[src/rtl/hazard_stall_ctrl.sv]
// Stall/bubble scheduler for a 5-stage MIPS pipeline: Tuse/Tnew register hazards against
// shadow EX/MEM destination tracking, plus the mult/div busy counter.
module hazard_stall_ctrl #(
  parameter int unsigned MULT_CYCLES = 5,
  parameter int unsigned DIV_CYCLES  = 10,
  parameter int unsigned CNT_W       = 4
) (
  input  logic             clk,
  input  logic             reset,
  input  logic [4:0]       d_rs,
  input  logic [4:0]       d_rt,
  input  logic [1:0]       d_tuse_rs,
  input  logic [1:0]       d_tuse_rt,
  input  logic [4:0]       d_wa,
  input  logic [1:0]       d_tnew,
  input  logic             d_md_start,
  input  logic             d_md_div,
  input  logic             d_md_use,
  output logic             stall,
  output logic             md_busy,
  output logic [4:0]       e_wa,
  output logic [1:0]       e_tnew,
  output logic [4:0]       m_wa,
  output logic [1:0]       m_tnew
);

  typedef enum logic [0:0] {StIdle, StBusy} md_state_e;

  md_state_e        state_q, state_d;
  logic [CNT_W-1:0] cnt_q, cnt_d;
  logic [4:0]       e_wa_q, m_wa_q;
  logic [1:0]       e_tnew_q, m_tnew_q;
  logic             hz_rs, hz_rt, hz_md;
  logic             md_load;

  assign e_wa    = e_wa_q;
  assign e_tnew  = e_tnew_q;
  assign m_wa    = m_wa_q;
  assign m_tnew  = m_tnew_q;
  assign md_busy = (cnt_q != '0);

  // Both pipeline stages are ORed; EX-over-MEM priority only matters to the forwarding muxes.
  always_comb begin
    hz_rs = 1'b0;
    hz_rt = 1'b0;
    if (d_rs != 5'd0 && d_tuse_rs != 2'd3) begin
      hz_rs = (e_wa_q == d_rs && e_tnew_q > d_tuse_rs) ||
              (m_wa_q == d_rs && m_tnew_q > d_tuse_rs);
    end
    if (d_rt != 5'd0 && d_tuse_rt != 2'd3) begin
      hz_rt = (e_wa_q == d_rt && e_tnew_q > d_tuse_rt) ||
              (m_wa_q == d_rt && m_tnew_q > d_tuse_rt);
    end
    hz_md = (d_md_start || d_md_use) && md_busy;
    stall = hz_rs || hz_rt || hz_md;
  end

  assign md_load = d_md_start && !stall;

  always_comb begin
    state_d = state_q;
    cnt_d   = cnt_q;
    unique case (state_q)
      StIdle: begin
        if (md_load) begin
          cnt_d = d_md_div ? CNT_W'(DIV_CYCLES) : CNT_W'(MULT_CYCLES);
          if (cnt_d != '0) begin
            state_d = StBusy;
          end
        end
      end
      StBusy: begin
        if (cnt_q != '0) begin
          cnt_d = cnt_q - CNT_W'(1);
        end
        if (cnt_d == '0) begin
          state_d = StIdle;
        end
      end
      default: begin
        state_d = StIdle;
        cnt_d   = '0;
      end
    endcase
  end

  always_ff @(posedge clk or posedge reset) begin
    if (reset) begin
      state_q <= StIdle;
      cnt_q   <= '0;
    end else begin
      state_q <= state_d;
      cnt_q   <= cnt_d;
    end
  end

  // A stalled ID instruction enters EX as a bubble with no destination.
  always_ff @(posedge clk or posedge reset) begin
    if (reset) begin
      e_wa_q   <= 5'd0;
      e_tnew_q <= 2'd0;
      m_wa_q   <= 5'd0;
      m_tnew_q <= 2'd0;
    end else begin
      e_wa_q   <= stall ? 5'd0 : d_wa;
      e_tnew_q <= stall ? 2'd0 : d_tnew;
      m_wa_q   <= e_wa_q;
      m_tnew_q <= (e_tnew_q == 2'd0) ? 2'd0 : e_tnew_q - 2'd1;
    end
  end

endmodule

[config.mk]
export PLATFORM = sky130hd
export DESIGN_NAME = hazard_stall_ctrl
export DESIGN_NICKNAME = d
export VERILOG_FILES = /design/src/rtl/hazard_stall_ctrl.sv
export SDC_FILE = /design/constraint.sdc
export NUM_CORES = 1
export LEC_CHECK = 0
export BUFFER_PORTS_ARGS = -buffer_cell sky130_fd_sc_hd__buf_2
export CORE_MARGIN = 1.5
export CORE_UTILIZATION = 30
export CTS_CLUSTER_DIAMETER = 100
export DETAILED_ROUTE_END_ITERATION = 8
export PLACE_DENSITY = 0.51
export SLEW_MARGIN = 10
export SYNTH_ARGS = -nofsm -noshare
export SYNTH_HDL_FRONTEND = slang
export SYNTH_SLANG_ARGS = --single-unit
[constraint.sdc]
create_clock -name clk -period 2.55 [get_ports clk]
set_input_delay 0.255 -clock clk [delete_from_list [all_inputs] [get_ports clk]]
set_output_delay 0.255 -clock clk [all_outputs]
set_load 0.005 [all_outputs]
==> results of run 1 <==
-- power groups by stage --
stage	sequential, mW	combinational (mW)	clock, mW
2_1_floorplan	0.325	0.0556	0
6_report	0.320	0.109	0.212
3_3_place_gp	0.326	0.107	0
4_1_cts	0.320	0.108	0.221
5_1_grt	0.321	0.122	0.240
3_5_place_dp	0.326	0.108	0
-- kinds of logic (layout without fill, tap and decap cells) --
group	after synthesis	count (layout)	synth area share
simple gates	46	46	0.211
xor+xnor	21	21	0.152
flops	19	19	0.394
compound gates	17	17	0.0974
buf+inv	14	58	0.0435
fa+ha+maj	9	9	0.0933
mux	1	1	0.00829
-- flip-flops by register name, indices dropped and copies added, names as in the netlist --
signal,cells
e_tnew,2
m_tnew,2
cnt_q,4
state_q,1
m_wa,5
e_wa,5
-- final timing paths --
| path | start | endpoint | slack (ps) | depth (start not counted) |
|---|---|---|---|---|
| max in group asynchronous | reset | cnt_q[3] | 2000 | 2 |
| setup reg to reg | m_tnew[1] | cnt_q[2] | 500 | 7 |
| hold / removal | reset | e_wa[3] | 100 | 2 |
| hold reg to reg | e_tnew[0] | m_tnew[0] | 470 | 1 |
| setup / recovery | m_tnew[1] | stall | 180 | 8 |
| min in group clk | d_wa[1] | e_wa[1] | 190 | 2 |
-- critical path: cells and delay by family (launching register included) --
kind / cells / cell delay, ps
AOI/OAI and AO/OA: 1 / 120
and+or+nand+nor: 4 / 840
DFF: 1 / 410
buffers and inverters: 2 / 200
adders and majority gates: 1 / 290
-- synthesized netlist by cell type (all sizes together) (2+ instances only) --
master / n / area (um2)
a21oi: 4 / 20.0
and2: 8 / 50.1
dfrtp: 19 / 475
ha: 9 / 113
inv: 13 / 48.8
nand2: 13 / 48.8
nand4: 5 / 31.3
nor2: 2 / 7.51
nor3: 4 / 20.0
nor3b: 2 / 15.0
nor4: 4 / 25.0
o21ai: 4 / 20.0
o21ba: 2 / 20.0
o21bai: 2 / 15.0
or4: 2 / 15.0
xnor2: 13 / 114
xor2: 8 / 70.1
-- cells in the final DEF, fill, tap and decap left out, drive strengths merged, types with 2 or more instances in the layout --
cell type,synthesis,routed
a21oi,4,4
and2,8,8
buf,0,41
clkbuf,1,3
dfrtp,19,19
ha,9,9
inv,13,13
nand2,13,13
nand4,5,5
nor2,2,2
nor3,4,4
nor3b,2,2
nor4,4,4
o21ai,4,4
o21ba,2,2
o21bai,2,2
or4,2,2
xnor2,13,13
xor2,8,8
-- area by class of cell --
| class | count | area [um2] |
|---|---|---|
| Clock buffer | 3 | 41.3 |
| Clock inverter | 1 | 5.00 |
| Fill cell | 366 | 2240 |
| Inverter | 13 | 48.8 |
| Multi-Input combinational cell | 94 | 697 |
| Sequential cell | 19 | 475 |
| Tap cell | 48 | 60.1 |
| Timing Repair Buffer | 41 | 205 |
-- through the flow --
stage / cells / utilization / power, mW / worst slack, ps / area (um2)
after floorplan: 127 / - / 0.381 / 666 / 1210
after global placement: 215 / 0.390 / 0.432 / 430 / 1470
after detailed placement: 215 / 0.390 / 0.434 / 425 / 1470
after CTS: 219 / 0.402 / 0.649 / 122 / 1520
after global routing: 219 / 0.406 / 0.684 / 7.21 / 1530
final: 219 / 0.406 / 0.640 / 185 / 1530
-- per-layer routing --
metal  routed length [um]  part of all wire  vias up
met5                    0                 0        -
li1                     -                 -      522
met1                 1360              0.46      469
met3                  166             0.057        4
met4                   37             0.013        0
met2                 1360              0.47       32
==> results_dict.tcl, run 1 <==
set metrics [dict create \
    vias_per_cell 4.69 \
    port_buffers 41 \
    min_period_over_period 0.927 \
    power_switching_mw 0.170 \
    cp_data_required_time_ps 2300 \
    grt_max_degree 20 \
    setup_tns_ps 0 \
    dieArea_mm2 0.00441 \
    path_cells "ha_1 -> nand2_1 -> nand4_1 -> nor4_1 -> o21bai_1 -> and3_1 -> inv_1 -> buf_2" \
    track_usage 0.135 \
    hold_buffers 0 \
    relSlewSlack 0.525 \
    leakage_nw 0.775 \
    row_count 22 \
    worst_pin_slew_ps 711 \
    place.gp.congestion 0.933 \
    synth_async_sr_flop_share 1.00 \
    core-area_mm2 0.00377 \
    yosysUniqueCellTypes 32 \
    critPathMaxFanout 8 \
    dr_total_vias 1027 \
    clock_latency_ps 260 \
    final_max_slew_viol_count 0 \
    drt_wl_total_um 2930 \
    drcViolationCount 0 \
    fmax_mhz 423 \
    critPathArrivalTime_ps 2110 \
    root_buffer "clkbuf_8" \
    yosys_warnings 0 \
    cts-resized-gates 0 \
    dr.pass1.iters 4 \
    power.internal_mw 0.471 \
    cts_tree "done" \
    postRouteAntennaNets 0 \
    finalCriticalPeriod_ps 2370 \
    start_util 0.320 \
    h-tree-depth 1 \
    cts_setup_buffers 0 \
    synth_edf_count 0 \
    pwr-share-comb 0.170 \
    sw_frac_of_total 0.265 \
    clock_sinks 19 \
    synth_area_mm2 0.00121 \
    die_h_um 66.4 \
    endpoint_kind "output pin" \
    grt-ovfl-total 0 \
    power.share.sequential 0.499 \
    cts_buffers 3 \
    grt_pass1_wl_um 4370 \
    use_met3 0.0256 \
    synth_cells 127 \
    cap_violations 0 \
    die_w_um 66.4 \
    pin_count 42 \
    power_density_mw_per_mm2 418 \
    routedWlPerCell_um 13.4 \
    synth-seq-cells 19 \
    hpwl_um 2380 \
    holdWs_ps 99.3 \
    use_met2 0.206 \
    synthFlopType "dfrtp_1" \
    antenna_cells 0 \
    grt.met1_usage 0.189 \
    antenna_found_initial 0 \
    synth_nets 162 \
    hold_class "primary input to asynchronous set/reset pin" \
    grt.busiest_layer "met2" \
    power_frac_clock 0.330 \
    startpoint_type "flop" \
    setup_viol 0 \
    finalClockSkew_ps 5.72 \
    layout-drive-gt1-share 0.298 \
    cpMaxStageDelayCell "dfrtp_1" \
    ys_seq_area_frac 0.394 \
    outcome "completed" \
    rsz0062_at_grt "false" \
    dr.first_iter.drc_count 22 \
    area_delta_synth_final_pct 26.9 \
    clock_path_buffers 2 \
    avgSynthCellArea_um2 9.51 \
    worstSetupPathType "flop to output pin" \
    grt_pass1_vias 977 \
    nets 207 \
    cts.clk_slew.worst_paths_ps 80 \
    slowest_delay_ps 410 \
    hold_viol 0 \
    vdd_ir_drop_max_mv 0.274 \
]
Note: power is estimated with default switching activity, not from simulation.
==> run 2: changes to the inputs <==
Settings changed: CAP_MARGIN from default to 30, PLACE_DENSITY 0.51 to default, PLACE_DENSITY_LB_ADDON from default to 0.15, REMOVE_ABC_BUFFERS from default to 1.
==> results_dict.tcl, run 2 (synthesized netlist as in run 1, its figures left out) <==
set metrics [dict create \
    outcome "completed" \
    startpoint_type "flop" \
    dp_cells 215 \
    layout_common_cells "41 x buf_2, 19 x dfrtp_1, 13 x xnor2_1, 13 x nand2_1, 13 x inv_1" \
    wl_met1_um 1310 \
    post-route-util 0.403 \
    core-area_mm2 0.00377 \
    finalCriticalPeriod_ps 2350 \
    pwr-share-comb 0.166 \
    routedWlPerCell_um 13.1 \
    cp_data_required_time_ps 2300 \
    die_h_um 66.4 \
    min_period_over_period 0.922 \
    ff_latch_area_um2 475 \
    cts-resized-gates 0 \
    dr.first_iter.drc_count 43 \
    reg2reg_slack_ps 490 \
    leakage_nw 0.772 \
    grt-ovfl-total 0 \
    clock_path_buffers 2 \
    power.share.sequential 0.503 \
    r2r_cells 7 \
    dr_total_vias 1055 \
    cts_tree "done" \
    power_switching_mw 0.164 \
    antenna_found_initial 0 \
    final_common_cell "buf_2" \
    dr_wl_met3_um 212 \
    rsz0062_at_grt "false" \
    reg2reg_to "cnt_q[2]" \
    n_fill_cell 398 \
    drcViolationCount 0 \
    row_count 22 \
    power_frac_clock 0.331 \
    postRouteAntennaNets 0 \
    finalClockSkew_ps 6.27 \
    nets 207 \
    hpwl_um 2400 \
    grt_max_degree 20 \
    h-tree-depth 1 \
    start_util 0.320 \
    root_buffer "clkbuf_8" \
    grt_pass1_vias 1000 \
    endpoint_kind "output pin" \
    setup_viol 0 \
    wl_met2_um 1320 \
    vdd_ir_drop_max_mv 0.263 \
    worst_pin_slew_ps 724 \
    cts_setup_buffers 0 \
    worstSetupPathType "flop to output pin" \
    vias_per_cell 4.82 \
    final_max_slew_viol_count 0 \
    fmax_mhz 425 \
    routed.top_layer "met4" \
    hold_class "primary input to asynchronous set/reset pin" \
    cts.clk_slew.worst_paths_ps 80 \
    drt_wl_total_um 2870 \
    multi_input_area_um2 684 \
    hold_buffers 0 \
    setup_tns_ps 0 \
    antenna_cells 0 \
    layout-drive-gt1-share 0.281 \
    sw_frac_of_total 0.258 \
    worst_path_most_repeated_cell "inv_1" \
    clock_latency_ps 250 \
    path_cells "inv_1 -> ha_1 -> nor3b_2 -> inv_1 -> o21ai_0 -> and3_1 -> inv_1 -> buf_2" \
    grt_pass1_wl_um 4610 \
    stdcell_count 219 \
    cap_violations 0 \
    port_buffers 41 \
    reg2reg_from "m_tnew[1]" \
    holdWs_ps 110 \
    dr.pass1.iters 5 \
    hold_viol 0 \
    die_w_um 66.4 \
    critPathArrivalTime_ps 2100 \
    clock_sinks 19 \
    slowest_delay_ps 430 \
    dieArea_mm2 0.00441 \
    cts_buffers 3 \
    pin_count 42 \
    critPathMaxFanout 8 \
    place.gp.congestion 0.886 \
    relSlewSlack 0.517 \
    power_density_mw_per_mm2 419 \
    area_delta_synth_final_pct 25.8 \
    track_usage 0.142 \
    power.internal_mw 0.473 \
    cpMaxStageDelayCell "dfrtp_1" \
]
-- run 2: changes by cell type in the layout (fill, tap and decap cells not counted), sizes merged --
cell	delta
clkbuf	+1
clkinv	-1
-- run 2: metrics by stage --
step / area [um2] / setup slack [ps] / power, mW
after global placement: 1470 / 397 / 0.432
after detailed placement: 1470 / 292 / 0.433
after CTS: 1510 / 4.60 / 0.644
after floorplan: 1200 / 694 / 0.380
after global routing: 1520 / 12.7 / 0.679
final: 1520 / 199 / 0.637
-- run 2: worst max-delay path, delay by kind of cell (launching register included) --
kind | cells | cell delay [ps]
AOI/OAI and AO/OA | 1 | 120
DFF | 1 | 430
buffers and inverters | 4 | 430
adders and majority gates | 1 | 230
and+or+nand+nor | 2 | 640
-- run 2: how the worst max path moves through the flow --
stage,to,cells after the start,slack [ps],startpoint
4_1_cts,stall,8,5,cnt_q[0]
2_1_floorplan,cnt_q[2],7,690,m_tnew[1]
3_3_place_gp,stall,8,400,cnt_q[0]
6_report,stall,8,200,cnt_q[0]
3_5_place_dp,stall,8,290,cnt_q[0]
5_1_grt,stall,9,10,e_tnew[0]
-- run 2: area by class of cell --
cell class                      instances  area share
Multi-Input combinational cell         94       0.451
Sequential cell                        19       0.313
Timing Repair Buffer                   41       0.135
Tap cell                               48      0.0395
Inverter                               13      0.0321
Clock buffer                            4      0.0297
-- run 2: power groups by stage --
stage	sequential (mW)	clock (mW)	combinational, mW
CTS	0.320	0.216	0.108
floorplan	0.325	0	0.0551
global placement	0.326	0	0.106
global route	0.321	0.238	0.119
finish	0.320	0.211	0.106
detailed placement	0.326	0	0.107
-- run 2: routing by layer --
metal | vias up | global-route usage
met5 | - | 0
met4 | 0 | 0.0306
met3 | 2 | 0.0392
met2 | 33 | 0.213
met1 | 497 | 0.203
li1 | 523 | -
